**src/rtl/inst_mem_loader.sv**
```systemverilog
// Purpose: load 32-bit instruction words into a byte-wide big-endian memory, MSB byte first.
// Latency: a word accepted at cycle T is written over T+1..T+4; next accept or done at T+5.
// Backpressure: in_ready is high only while waiting for a word; one word per 5 cycles at best.
module inst_mem_loader #(
  parameter int ADDR_W    = 12,
  parameter int MEM_BYTES = 4096,
  parameter int BASE_ADDR = 0
) (
  input  logic              clk,
  input  logic              reset,
  input  logic              start,
  input  logic              in_valid,
  input  logic [31:0]       in_data,
  input  logic              in_last,
  output logic              in_ready,
  output logic              mem_we,
  output logic [ADDR_W-1:0] mem_addr,
  output logic [7:0]        mem_wdata,
  output logic              busy,
  output logic              done,
  output logic              overflow,
  output logic [ADDR_W-2:0] word_count
);

  typedef enum logic [1:0] {S_IDLE, S_WAIT, S_WRITE, S_DONE} state_t;

  // One extra pointer bit so the address just past the end of memory is representable
  // and the fit check never sees a wrapped value.
  localparam logic [ADDR_W:0] BASE_P = (ADDR_W+1)'(BASE_ADDR);
  localparam logic [ADDR_W:0] LIMIT  = (ADDR_W+1)'(MEM_BYTES);
  localparam logic [ADDR_W:0] STEP   = (ADDR_W+1)'(4);

  state_t          state;
  state_t          state_nxt;
  logic [ADDR_W:0] ptr;
  logic [ADDR_W:0] ptr_inc;
  logic [1:0]      byte_idx;
  logic [31:0]     word_r;
  logic            last_r;
  logic            next_no_fit;
  logic            start_ok;
  logic            accept;
  logic            word_end;

  assign ptr_inc     = ptr + STEP;
  assign next_no_fit = (ptr_inc + STEP) > LIMIT;
  assign start_ok    = (state == S_IDLE) && start;
  assign accept      = (state == S_WAIT) && in_valid;
  assign word_end    = (state == S_WRITE) && (byte_idx == 2'd3);

  // State register.
  always_ff @(posedge clk or negedge reset) begin
    if (!reset) state <= S_IDLE;
    else        state <= state_nxt;
  end

  // Next-state decode and state-derived outputs; byte address/data are zero when not writing.
  always_comb begin
    state_nxt = state;
    in_ready  = 1'b0;
    mem_we    = 1'b0;
    mem_addr  = '0;
    mem_wdata = '0;
    busy      = (state != S_IDLE);
    done      = 1'b0;
    unique case (state)
      S_IDLE: begin
        if (start) state_nxt = S_WAIT;
      end
      S_WAIT: begin
        in_ready = 1'b1;
        if (in_valid) state_nxt = S_WRITE;
      end
      S_WRITE: begin
        mem_we   = 1'b1;
        mem_addr = ptr[ADDR_W-1:0] + ADDR_W'(byte_idx);
        unique case (byte_idx)
          2'd0: mem_wdata = word_r[31:24];
          2'd1: mem_wdata = word_r[23:16];
          2'd2: mem_wdata = word_r[15:8];
          2'd3: mem_wdata = word_r[7:0];
        endcase
        if (byte_idx == 2'd3) begin
          if (last_r || next_no_fit) state_nxt = S_DONE;
          else                       state_nxt = S_WAIT;
        end
      end
      S_DONE: begin
        done      = 1'b1;
        state_nxt = S_IDLE;
      end
    endcase
  end

  // Datapath: session pointer, word latch, byte counter, sticky overflow and word count.
  always_ff @(posedge clk or negedge reset) begin
    if (!reset) begin
      ptr        <= BASE_P;
      byte_idx   <= 2'd0;
      word_r     <= '0;
      last_r     <= 1'b0;
      overflow   <= 1'b0;
      word_count <= '0;
    end else begin
      if (start_ok) begin
        ptr        <= BASE_P;
        word_count <= '0;
        overflow   <= 1'b0;
      end
      if (accept) begin
        word_r   <= in_data;
        last_r   <= in_last;
        byte_idx <= 2'd0;
      end
      if (state == S_WRITE) begin
        byte_idx <= byte_idx + 2'd1;
      end
      if (word_end) begin
        ptr        <= ptr_inc;
        word_count <= word_count + (ADDR_W-1)'(1);
        // A last word that exactly fills memory ends cleanly, not as an overflow.
        if (!last_r && next_no_fit) overflow <= 1'b1;
      end
    end
  end

endmodule

```
**config.mk**
```make
export PLATFORM = sky130hd
export DESIGN_NAME = inst_mem_loader
export DESIGN_NICKNAME = d
export VERILOG_FILES = /design/src/rtl/inst_mem_loader.sv
export SDC_FILE = /design/constraint.sdc
export NUM_CORES = 1
export LEC_CHECK = 0
export CAP_MARGIN = 20
export CORE_MARGIN = 4
export CORE_UTILIZATION = 48
export DETAILED_ROUTE_END_ITERATION = 8
export GPL_ROUTABILITY_DRIVEN = 0
export GPL_TIMING_DRIVEN = 0
export PLACE_DENSITY = 0.74
export SKIP_CTS_REPAIR_TIMING = 1
export SKIP_LAST_GASP = 1
export SLEW_MARGIN = 20
export SYNTH_ARGS = -nofsm -noshare
export SYNTH_HDL_FRONTEND = slang
export SYNTH_SLANG_ARGS = --single-unit
```
**constraint.sdc**
```tcl
create_clock -name clk -period 5.4 [get_ports clk]
set_input_delay 0.81 -clock clk [delete_from_list [all_inputs] [get_ports clk]]
set_output_delay 0.81 -clock clk [all_outputs]
set_load 0.05 [all_outputs]
```
==> flow_metrics.tcl <==
set metrics [dict create \
    status "completed" \
    yosys_warnings 0 \
    clock_latency_ns 0.34 \
    routedWlPerCell_um 15.97 \
    period_share 0.6879 \
    via_per_inst 5.565 \
    cap_violations 0 \
    cts_sinks 60 \
    dieHeight_um 93.02 \
    tightest_slew_ns 0.6916 \
    grt_max_degree 34 \
    cts_tree "yes" \
    seq_area_frac_synth 0.4327 \
    yosysTopAreaCellShare 0.4327 \
    ys_types 53 \
    port_buffers 72 \
    drtIter0Drc 157 \
    ant_nets 0 \
    netlist_area_um2 3470 \
    path_clk_slew_ns 0.07 \
    slew_violations 0 \
    critical_path_class "reg2out" \
    skew_ns 0.01130 \
    max-clock-path-buffers 2 \
    cp-end-kind "output pin" \
    synth_fp_nets 401 \
    max_slew_margin 0.5389 \
    rsz0062_at_grt "no" \
    r2r_slack_ns 3.08 \
    crit_fanout 10 \
    grt_overflow 0 \
    syn2layout_area_growth_pct 30.58 \
    grt_pass1_wl_um 14340 \
    setup_viol 0 \
    cp-start-kind "flop" \
    hpwl_um 6231 \
    first_pass_iters 4 \
    drive_above_1_share 0.1614 \
    avgSynthCellArea_um2 9.719 \
    hold_viol_final 0 \
    path_cells "inv_1 -> ha_1 -> clkbuf_1 -> clkbuf_1 -> a21oi_1 -> nor2_1 -> clkdlybuf4s50_1" \
    synth_area_leaders "dfrtp_1 (43%), mux2_2 (11%), nor2_1 (4.1%), o21ai_0 (4.0%), nand2_1 (2.8%)" \
    dieArea_um2 8653 \
    die-width_um 93.02 \
    placed_area_um2 4328 \
    slowest_stage "clkdlybuf4s50_1" \
    grt_usage 0.2104 \
    worstSetupStartpoint "byte_idx[0]" \
    drc 0 \
    clockRootBuffer "clkbuf_8" \
    wl_um 8658 \
    fmax_mhz 269.2 \
    core_area_um2 6907 \
    fin_nets 485 \
    start_util 0.5024 \
    num_vias 3016 \
    critPathArrivalTime_ns 2.90 \
    ir_worst_vdd_v 0.0002824 \
    setup_tns_ns 0 \
    ios 73 \
    p_leak_nw 1.918 \
    synth-edff-count 0 \
    first_global_vias 3000 \
    synthCells 357 \
    ys_async_sr_fraction 1.000 \
    cts.htree.levels 3 \
    r2r-start "ptr[3]" \
    antenna_found_initial 0 \
    cts-buffers-inserted 9 \
    synth_seq_cells 60 \
    synth_top_cell_by_area "dfrtp_1" \
    cp_slowest_stage_delay_ns 0.83 \
    ys.flop_type "dfrtp_1" \
    hp-class "in2async" \
    fin_crit_ns 3.715 \
    crit_required_ns 4.59 \
    fillers 596 \
    crit_top_cell "clkbuf_1" \
    hold-worst-slack_ns 0.3815 \
    rows 30 \
    fin_area_um2 4531 \
    n_antenna_cell 0 \
    finalPower_w 0.001734 \
    p_per_area_nw_per_um2 382.6 \
]
## critical path: cells and delay by family (launching register included)
kind | cells | cell delay [ns]
AO/OA/AOI/OAI | 1 | 0.13
adder cells (fa/ha/maj) | 1 | 0.15
buffers and inverters | 4 | 1.70
flip-flops | 1 | 0.42
AND/OR/NAND/NOR | 1 | 0.15
## report_power, final
part | leakage [nW] | switching (W) | internal [W]
registers | 0.761 | 0.0000830 | 0.000594
clock network | 0.102 | 0.000178 | 0.000237
logic | 1.05 | 0.000362 | 0.000280
total | 1.92 | 0.000623 | 0.00111
## sequential cells by signal, summed over array words and instances (netlist names)
| name | count |
|---|---|
| word_r | 32 |
| overflow | 1 |
| state | 2 |
| ptr | 11 |
| byte_idx | 2 |
| word_count | 11 |
| last_r | 1 |
## stage by stage
stage | std cells | utilization | worst slack, ns
after global routing | 542 | 0.6560 | 1.489
after floorplan | 357 | - | 2.719
final | 542 | 0.6560 | 1.685
after CTS | 542 | 0.6560 | 1.671
after detailed placement | 526 | 0.6266 | 2.071
after global placement | 525 | 0.6241 | 1.549
## cells in the mapped netlist (all sizes together), types with 3 or more instances
| library cell | number |
|---|---|
| a31oi | 6 |
| a222oi | 9 |
| o31ai | 5 |
| nand3 | 11 |
| nand4 | 11 |
| and2 | 13 |
| dfrtp | 60 |
| mux2i | 5 |
| a21o | 3 |
| o21ai | 28 |
| nand2 | 26 |
| nor2 | 38 |
| a21oi | 17 |
| or3 | 4 |
| buf | 15 |
| inv | 9 |
| clkbuf | 12 |
| a211oi | 3 |
| ha | 7 |
| mux2 | 34 |
## cells in the final DEF (no fill, tap or decap), types with 3 or more instances in the layout
| cell type | synthesis | final |
|---|---|---|
| buf_2 | 11 | 11 |
| or3_1 | 4 | 4 |
| inv_1 | 9 | 9 |
| a222oi_1 | 9 | 9 |
| o21ai_0 | 28 | 28 |
| a21oi_1 | 17 | 17 |
| nand3_1 | 11 | 11 |
| clkbuf_8 | 0 | 11 |
| a31oi_1 | 6 | 6 |
| o31ai_1 | 5 | 5 |
| ha_1 | 7 | 7 |
| dfrtp_1 | 60 | 60 |
| clkdlybuf4s50_1 | 0 | 71 |
| mux2i_1 | 5 | 5 |
| nand2_1 | 26 | 26 |
| nor2_1 | 38 | 38 |
| buf_4 | 4 | 5 |
| a21o_1 | 3 | 3 |
| mux2_2 | 34 | 34 |
| nand4_1 | 8 | 8 |
| clkbuf_1 | 12 | 13 |
| and2_1 | 13 | 13 |
| a211oi_1 | 3 | 3 |
## routing by layer
metal / share of wire / track usage / vias up
li1: - / - / 1468
met5: 0 / 0 / -
met2: 0.47 / 0.3371 / 83
met3: 0.052 / 0.06356 / 12
met4: 0.017 / 0.07204 / 0
met1: 0.46 / 0.2713 / 1453
## final timing paths
| path | to | depth (start not counted) |
|---|---|---|
| worst max register to register | overflow | 8 |
| min in group clk | word_count[10] | 1 |
| max in group asynchronous | word_r[16] | 2 |
| worst min-delay path | ptr[2] | 1 |
| worst min register to register | word_count[10] | 1 |
| worst max-delay path | mem_wdata[0] | 7 |
## final cells by class
class / instances / area, um^2 / area share
multi-input cells: 261 / 1804 / 0.3982
flip-flops and latches: 60 / 1501 / 0.3314
repair buffers: 73 / 738.2 / 0.1629
clock buffers: 12 / 155.1 / 0.03424
plain buffers: 27 / 130.1 / 0.02872
well taps: 96 / 120.1 / 0.02651
clock inverters: 4 / 47.55 / 0.01049
inverters: 9 / 33.78 / 0.007456
## logic make-up (layout without fill, tap and decap cells)
family | Yosys count | count (layout) | synth area share
multiplexers | 39 | 39 | 0.1248
AO/OA/AOI/OAI | 94 | 94 | 0.1814
adder cells (fa/ha/maj) | 7 | 7 | 0.02524
flip-flops | 60 | 60 | 0.4327
XOR/XNOR | 4 | 4 | 0.01659
AND/OR/NAND/NOR | 117 | 117 | 0.1720
buffers and inverters | 36 | 125 | 0.04724
(Power assumes the default switching activity.)
